[config.mk]
export PLATFORM = sky130hd
export DESIGN_NAME = square_result_collector_flat
export DESIGN_NICKNAME = d
export VERILOG_FILES = /design/src/rtl/square_result_collector_if.sv /design/src/rtl/square_result_collector.sv /design/src/flat_wrapper.sv
export SDC_FILE = /design/constraint.sdc
export NUM_CORES = 1
export LEC_CHECK = 0
export ABC_AREA = 1
export CORE_MARGIN = 4
export CORE_UTILIZATION = 44
export CTS_CLUSTER_DIAMETER = 150
export DETAILED_ROUTE_END_ITERATION = 8
export SLEW_MARGIN = 20
export SYNTH_ARGS = -nofsm -noshare
export SYNTH_HDL_FRONTEND = slang
export SYNTH_SLANG_ARGS = --single-unit
[constraint.sdc]
create_clock -name clk -period 3.3 [get_ports clk]
set_clock_uncertainty 0.05 [all_clocks]
set_input_delay 0.33 -clock clk [delete_from_list [all_inputs] [get_ports clk]]
set_output_delay 0.33 -clock clk [all_outputs]
set_load 0.01 [all_outputs]
[src/rtl/square_result_collector_if.sv]
// Issue and result handshake bundle for square_result_collector.
// slave = collector side, master = issuing logic plus result consumer.
interface square_result_collector_if #(
  parameter int WIDTH = 4
);
  logic                 in_valid;
  logic                 in_ready;
  logic [2*WIDTH-1:0]   radicand;
  logic                 out_valid;
  logic                 out_ready;
  logic [2*WIDTH-1:0]   out_radicand;
  logic [WIDTH-1:0]     out_root;
  logic [2*WIDTH-1:0]   out_remainder;
  logic [WIDTH:0]       out_round;
  logic                 out_err;

  modport slave (
    input  in_valid, radicand, out_ready,
    output in_ready, out_valid, out_radicand,
    output out_root, out_remainder, out_round,
    output out_err
  );

  modport master (
    output in_valid, radicand, out_ready,
    input  in_ready, out_valid, out_radicand,
    input  out_root, out_remainder, out_round,
    input  out_err
  );
endinterface

[src/rtl/square_result_collector.sv]
// Collects sqrt extractor results, checks them, adds rounding, FWFT FIFO.
// Ports: clk, rst_n (sync low), sq_dout/sq_remainder, err_count, bus.
module square_result_collector #(
  parameter int WIDTH   = 4,
  parameter int LATENCY = WIDTH,
  parameter int DEPTH   = 4
) (
  input  logic                 clk,
  input  logic                 rst_n,
  input  logic [WIDTH-1:0]     sq_dout,
  input  logic [2*WIDTH-1:0]   sq_remainder,
  output logic [7:0]           err_count,
  square_result_collector_if.slave bus
);
  localparam int RW = 2 * WIDTH;
  localparam int SW = RW + 1;
  localparam int WW = WIDTH + 1;
  localparam int AW = $clog2(DEPTH);
  localparam int FW = AW + 1;
  localparam int CW = $clog2(DEPTH + LATENCY + 1);

  logic [LATENCY-1:0] dl_vld;
  logic [RW-1:0]      dl_rad [LATENCY];
  logic [CW-1:0]      inflight;
  logic [FW-1:0]      fifo_count;
  logic [AW-1:0]      wr_ptr;
  logic [AW-1:0]      rd_ptr;
  logic               accept;
  logic               push;
  logic               pop;

  logic [SW-1:0]      d_ext;
  logic [SW-1:0]      sum;
  logic [SW-1:0]      twice;
  logic               chk_err;
  logic               rnd_up;
  logic [WW-1:0]      rnd;

  logic [RW-1:0]      m_rad  [DEPTH];
  logic [WIDTH-1:0]   m_root [DEPTH];
  logic [RW-1:0]      m_rem  [DEPTH];
  logic [WW-1:0]      m_rnd  [DEPTH];
  logic [DEPTH-1:0]   m_err;

  always_comb begin
    inflight = '0;
    for (int i = 0; i < LATENCY; i++)
      inflight = inflight + CW'(dl_vld[i]);
  end

  // Credit counts both queued and in-flight results.
  assign bus.in_ready =
    (CW'(fifo_count) + inflight) < CW'(DEPTH);
  assign accept = bus.in_valid & bus.in_ready;
  assign push   = dl_vld[LATENCY-1];
  assign pop    = bus.out_valid & bus.out_ready;

  always_ff @(posedge clk) begin
    if (!rst_n)
      dl_vld <= '0;
    else
      dl_vld <= {dl_vld[LATENCY-2:0], accept};
  end

  always_ff @(posedge clk) begin
    dl_rad[0] <= bus.radicand;
    for (int i = 1; i < LATENCY; i++)
      dl_rad[i] <= dl_rad[i-1];
  end

  // Widened to 2*WIDTH+1 so root^2 + rem never wraps.
  always_comb begin
    d_ext   = SW'(sq_dout);
    sum     = d_ext * d_ext + SW'(sq_remainder);
    twice   = d_ext << 1;
    chk_err = (sum != SW'(dl_rad[LATENCY-1]))
            | (SW'(sq_remainder) > twice);
    rnd_up  = sq_remainder > RW'(sq_dout);
    rnd     = WW'(sq_dout) + WW'(rnd_up);
  end

  always_ff @(posedge clk) begin
    if (push) begin
      m_rad[wr_ptr]  <= dl_rad[LATENCY-1];
      m_root[wr_ptr] <= sq_dout;
      m_rem[wr_ptr]  <= sq_remainder;
      m_rnd[wr_ptr]  <= rnd;
      m_err[wr_ptr]  <= chk_err;
    end
  end

  always_ff @(posedge clk) begin
    if (!rst_n) begin
      wr_ptr     <= '0;
      rd_ptr     <= '0;
      fifo_count <= '0;
      err_count  <= '0;
    end else begin
      if (push)
        wr_ptr <= wr_ptr + AW'(1);
      if (pop)
        rd_ptr <= rd_ptr + AW'(1);
      unique case ({push, pop})
        2'b10:   fifo_count <= fifo_count + FW'(1);
        2'b01:   fifo_count <= fifo_count - FW'(1);
        default: fifo_count <= fifo_count;
      endcase
      if (push && chk_err && err_count != 8'hff)
        err_count <= err_count + 8'd1;
    end
  end

  assign bus.out_valid = fifo_count != '0;

  // Head fields are zeroed when empty so reset leaves clean outputs.
  always_comb begin
    bus.out_radicand  = '0;
    bus.out_root      = '0;
    bus.out_remainder = '0;
    bus.out_round     = '0;
    bus.out_err       = 1'b0;
    if (bus.out_valid) begin
      bus.out_radicand  = m_rad[rd_ptr];
      bus.out_root      = m_root[rd_ptr];
      bus.out_remainder = m_rem[rd_ptr];
      bus.out_round     = m_rnd[rd_ptr];
      bus.out_err       = m_err[rd_ptr];
    end
  end
endmodule

[src/flat_wrapper.sv]
// flat-port wrapper written by rule: the top's interface ports become plain ports
module square_result_collector_flat 
#(
  parameter int WIDTH   = 4,
  parameter int LATENCY = WIDTH,
  parameter int DEPTH   = 4
)
  (clk, rst_n, sq_dout, sq_remainder, err_count, bus_in_valid, bus_radicand, bus_out_ready, bus_in_ready, bus_out_valid, bus_out_radicand, bus_out_root, bus_out_remainder, bus_out_round, bus_out_err);
  square_result_collector_if #(.WIDTH(WIDTH)) bus_i ();
  input  logic clk;
  input  logic rst_n;
  input  logic [WIDTH-1:0] sq_dout;
  input  logic [2*WIDTH-1:0] sq_remainder;
  output logic [7:0] err_count;
  input wire logic [$bits(bus_i.in_valid)-1:0] bus_in_valid;
  input wire logic [$bits(bus_i.radicand)-1:0] bus_radicand;
  input wire logic [$bits(bus_i.out_ready)-1:0] bus_out_ready;
  output wire logic [$bits(bus_i.in_ready)-1:0] bus_in_ready;
  output wire logic [$bits(bus_i.out_valid)-1:0] bus_out_valid;
  output wire logic [$bits(bus_i.out_radicand)-1:0] bus_out_radicand;
  output wire logic [$bits(bus_i.out_root)-1:0] bus_out_root;
  output wire logic [$bits(bus_i.out_remainder)-1:0] bus_out_remainder;
  output wire logic [$bits(bus_i.out_round)-1:0] bus_out_round;
  output wire logic [$bits(bus_i.out_err)-1:0] bus_out_err;
  assign bus_i.in_valid = bus_in_valid;
  assign bus_i.radicand = bus_radicand;
  assign bus_i.out_ready = bus_out_ready;
  assign bus_in_ready = bus_i.in_ready;
  assign bus_out_valid = bus_i.out_valid;
  assign bus_out_radicand = bus_i.out_radicand;
  assign bus_out_root = bus_i.out_root;
  assign bus_out_remainder = bus_i.out_remainder;
  assign bus_out_round = bus_i.out_round;
  assign bus_out_err = bus_i.out_err;
  square_result_collector #(.WIDTH(WIDTH), .LATENCY(LATENCY), .DEPTH(DEPTH)) u_core (.clk(clk), .rst_n(rst_n), .sq_dout(sq_dout), .sq_remainder(sq_remainder), .err_count(err_count), .bus(bus_i));
endmodule
==> results.yml <==
synthesis:
  synth.net_count: 711
  synth_ff_type: "edfxtp_1"
  synth_edf_count: 104
  synthArstFlopShare: 0
  synth.avg_cell_area_um2: 10.34
  synth_cell_types: 33
  synth_seq_cells: 157
  synth_warnings: 0
  ys_seq_area_frac: 0.6217
  synthCells: 651
  synth_area_mm2: 0.006730
placement:
  dp_hpwl_um: 9117
  routabilityCongestion: 0.8391
  port_buffers: 59
  place_area_mm2: 0.007684
  place_ws_ns: -0.09664
layout:
  num_antenna_cells: 0
  fin_area_mm2: 0.008309
  area_delta_synth_final_pct: 23.46
  fin_util: 0.5632
  fill_cells: 1294
  final_nets: 792
  drive_gt1_frac: 0.09799
pwr:
  p_seq_frac: 0.425
  netSwitchingFraction: 0.2700
  p_leak_nw: 3.342
  clockPowerShare: 0.389
  p_sw_mw: 1.382
  power_density_mw_per_mm2: 615.9
  power_frac_comb: 0.186
  intPower_mw: 3.736
  irDropWorstVdd_uv: 324.9
global_routing:
  grt_antenna_before_repair: 0
  grt_pass1_wl_um: 22860
  grt_max_degree: 51
  grt-ovfl-total: 0
  grt_use_total: 0.1674
  grt_pass1_vias: 4525
sta:
  setup_viol: 0
  fin_tns_setup_ns: 0
  fin_ws_ns: 0.1395
  maxSlewViolCount: 0
  finalHoldViolCount: 0
  fin_crit_ns: 3.161
  max_freq_mhz: 316.4
  max_slew_margin: 0.5065
  rsz0062_at_grt: "no"
  period_share: 0.9577
  worst_pin_slew_ns: 0.7394
floorplan:
  rows: 44
  start_util: 0.4562
  die_h_um: 131.7
  die_w_um: 131.7
  fp.dieArea_mm2: 0.01734
  core-area_mm2: 0.01475
  io-pin-count: 60
clock_tree:
  cts_resized: 0
  clk_latency_ns: 0.43
  hold_buffers: 0
  htree_levels: 4
  cts_tree: "built"
  cts_buffers: 17
  clockBufferDepth: 2
  path_clk_slew_ns: 0.06
  cts-root-buf: "clkbuf_16"
  postCtsSetupBuffers: 0
  cts.sinks: 157
min_path:
  hp-class: "reg -> reg"
  min_from: "u_core.dl_rad[1][3]"
  holdPathStages: 0
  min_to: "u_core.dl_rad[2][3]"
setup_path:
  critPathKind: "reg -> out"
  r2r_slack_ns: 1.03
  cp_cell_sequence: "fa_1 > ha_1 > or3_1 > a31oi_1 > clkdlybuf4s50_1"
  critPathArrivalTime_ns: 2.78
  cpMaxStageDelayCell: "clkdlybuf4s50_1"
  r2r_end: "u_core.fifo_count[2]"
  endpoint_kind: "primary output"
  worstPathRequired_ns: 2.92
  r2r_start: "u_core.fifo_count[0]"
  cp_max_fo: 21
  slowest_delay_ns: 0.57
  startpoint_type: "flip-flop"
  worstRegToRegCells: 12
detailed_routing:
  drc_errors: 0
  dr.pass1.iters: 4
  viasPerCell: 5.005
  totalWireLength_um: 14080
  drtIter0Drc: 293
  vias: 4650
  ant_nets: 0
  wl_per_cell_um: 15.16
job:
  cap_violations: 0
status:
  outcome: "completed"
[power by group through the flow]
stage | clock network [mW] | logic (mW) | registers (mW)
after floorplan | 0 | 0.530 | 2.20
after global placement | 0 | 0.954 | 2.22
after detailed placement | 0 | 0.968 | 2.22
after CTS | 2.02 | 0.975 | 2.18
after global routing | 2.10 | 1.06 | 2.18
final | 1.99 | 0.954 | 2.17
[per-layer routing]
layer / wire length [um] / vias to the layer above / track usage / share of wire
li1: - / 2353 / - / -
met1: 6363 / 2170 / 0.2118 / 0.45
met2: 6877 / 112 / 0.2779 / 0.49
met3: 636 / 15 / 0.04128 / 0.045
met4: 202 / 0 / 0.06593 / 0.014
met5: 0 / - / 0 / 0
[how the worst max path moves through the flow]
| stage | start | to | slack [ns] | cells past startpoint |
|---|---|---|---|---|
| final | u_core.dl_vld[3] | bus_in_ready | 0.14 | 5 |
| after global placement | sq_dout[2] | u_core.err_count[1] | 0.01 | 18 |
| after CTS | u_core.dl_vld[3] | bus_in_ready | 0.11 | 5 |
| after detailed placement | sq_dout[2] | u_core.err_count[0] | -0.1 | 18 |
| after global routing | u_core.dl_vld[3] | bus_in_ready | 0.004 | 5 |
| after floorplan | sq_dout[2] | u_core.err_count[7] | 0.51 | 19 |
[final cells by class]
class                   count  area, um2  share of cell area
clock inverters            10      86.33             0.01039
multi-input cells         397       2177              0.2620
repair buffers             86      818.3             0.09848
clock buffers              22      539.3             0.06490
flip-flops and latches    157       4184              0.5035
inverters                  73      274.0             0.03298
well taps                 184      230.2             0.02771
[placed cells by master, fill, tap and decap left out, types with 3 or more instances in the layout]
cell,netlist,final
nor2_1,124,124
buf_4,0,25
nor3_1,3,3
o21ai_0,62,62
nand2_1,72,72
clkbuf_16,0,21
nand2_2,3,3
dfxtp_1,53,53
nand4_1,12,12
xnor2_1,4,4
clkinv_4,0,3
clkdlybuf4s50_1,0,59
xor2_1,3,3
inv_1,67,67
fa_1,5,5
ha_1,31,31
nand3_1,20,20
inv_2,4,4
edfxtp_1,104,104
a21oi_1,42,42
[cells in the mapped netlist, drive strengths merged (2+ instances only)]
library cell	count	area (um2)
nor2	124	465.5
edfxtp	104	3123
nand2	75	289.0
inv	71	266.5
o21ai	62	310.3
dfxtp	53	1061
a21oi	42	210.2
ha	31	387.9
nand3	22	120.1
clkbuf	20	75.07
nand4	13	96.34
nor3	6	51.30
fa	5	100.1
buf	4	26.27
xnor2	4	35.03
xor2	4	42.55
clkinv	2	7.510
or3	2	12.51
[critical path: cells and delay by family, from the launching register on]
kind            cells  cell delay (ns)
compound gates      1             0.19
simple gates        1             0.36
flops               1             0.55
fa+ha+maj           2             0.68
buf+inv             1             0.57
[logic make-up after synthesis]
group | after synthesis | synth area share
AO/OA/AOI/OAI | 108 | 0.08180
adder cells (fa/ha/maj) | 36 | 0.07250
buffers and inverters | 97 | 0.05577
flip-flops | 157 | 0.6217
XOR/XNOR | 8 | 0.01153
AND/OR/NAND/NOR | 245 | 0.1567
[sequential cells by signal (all words and copies together), names as in the netlist, named ones only]
signal             flops
u_core.fifo_count      3
u_core.dl_vld          4
u_core.m_rnd          20
u_core.m_root         16
u_core.err_count       8
u_core.dl_rad         32
u_core.m_rad          32
u_core.wr_ptr          2
u_core.m_err           4
u_core.m_rem          32
u_core.rd_ptr          2
[through the flow]
stage | total power, mW | std cells | hold slack (ns)
final | 5.117 | 929 | 0.2730
after global routing | 5.344 | 929 | 0.2732
after CTS | 5.173 | 929 | 0.2743
after detailed placement | 3.186 | 897 | 0.2621
after global placement | 3.171 | 897 | 0.2597
after floorplan | 2.733 | 651 | 0.2596
Note: power is estimated with default switching activity, not from simulation.
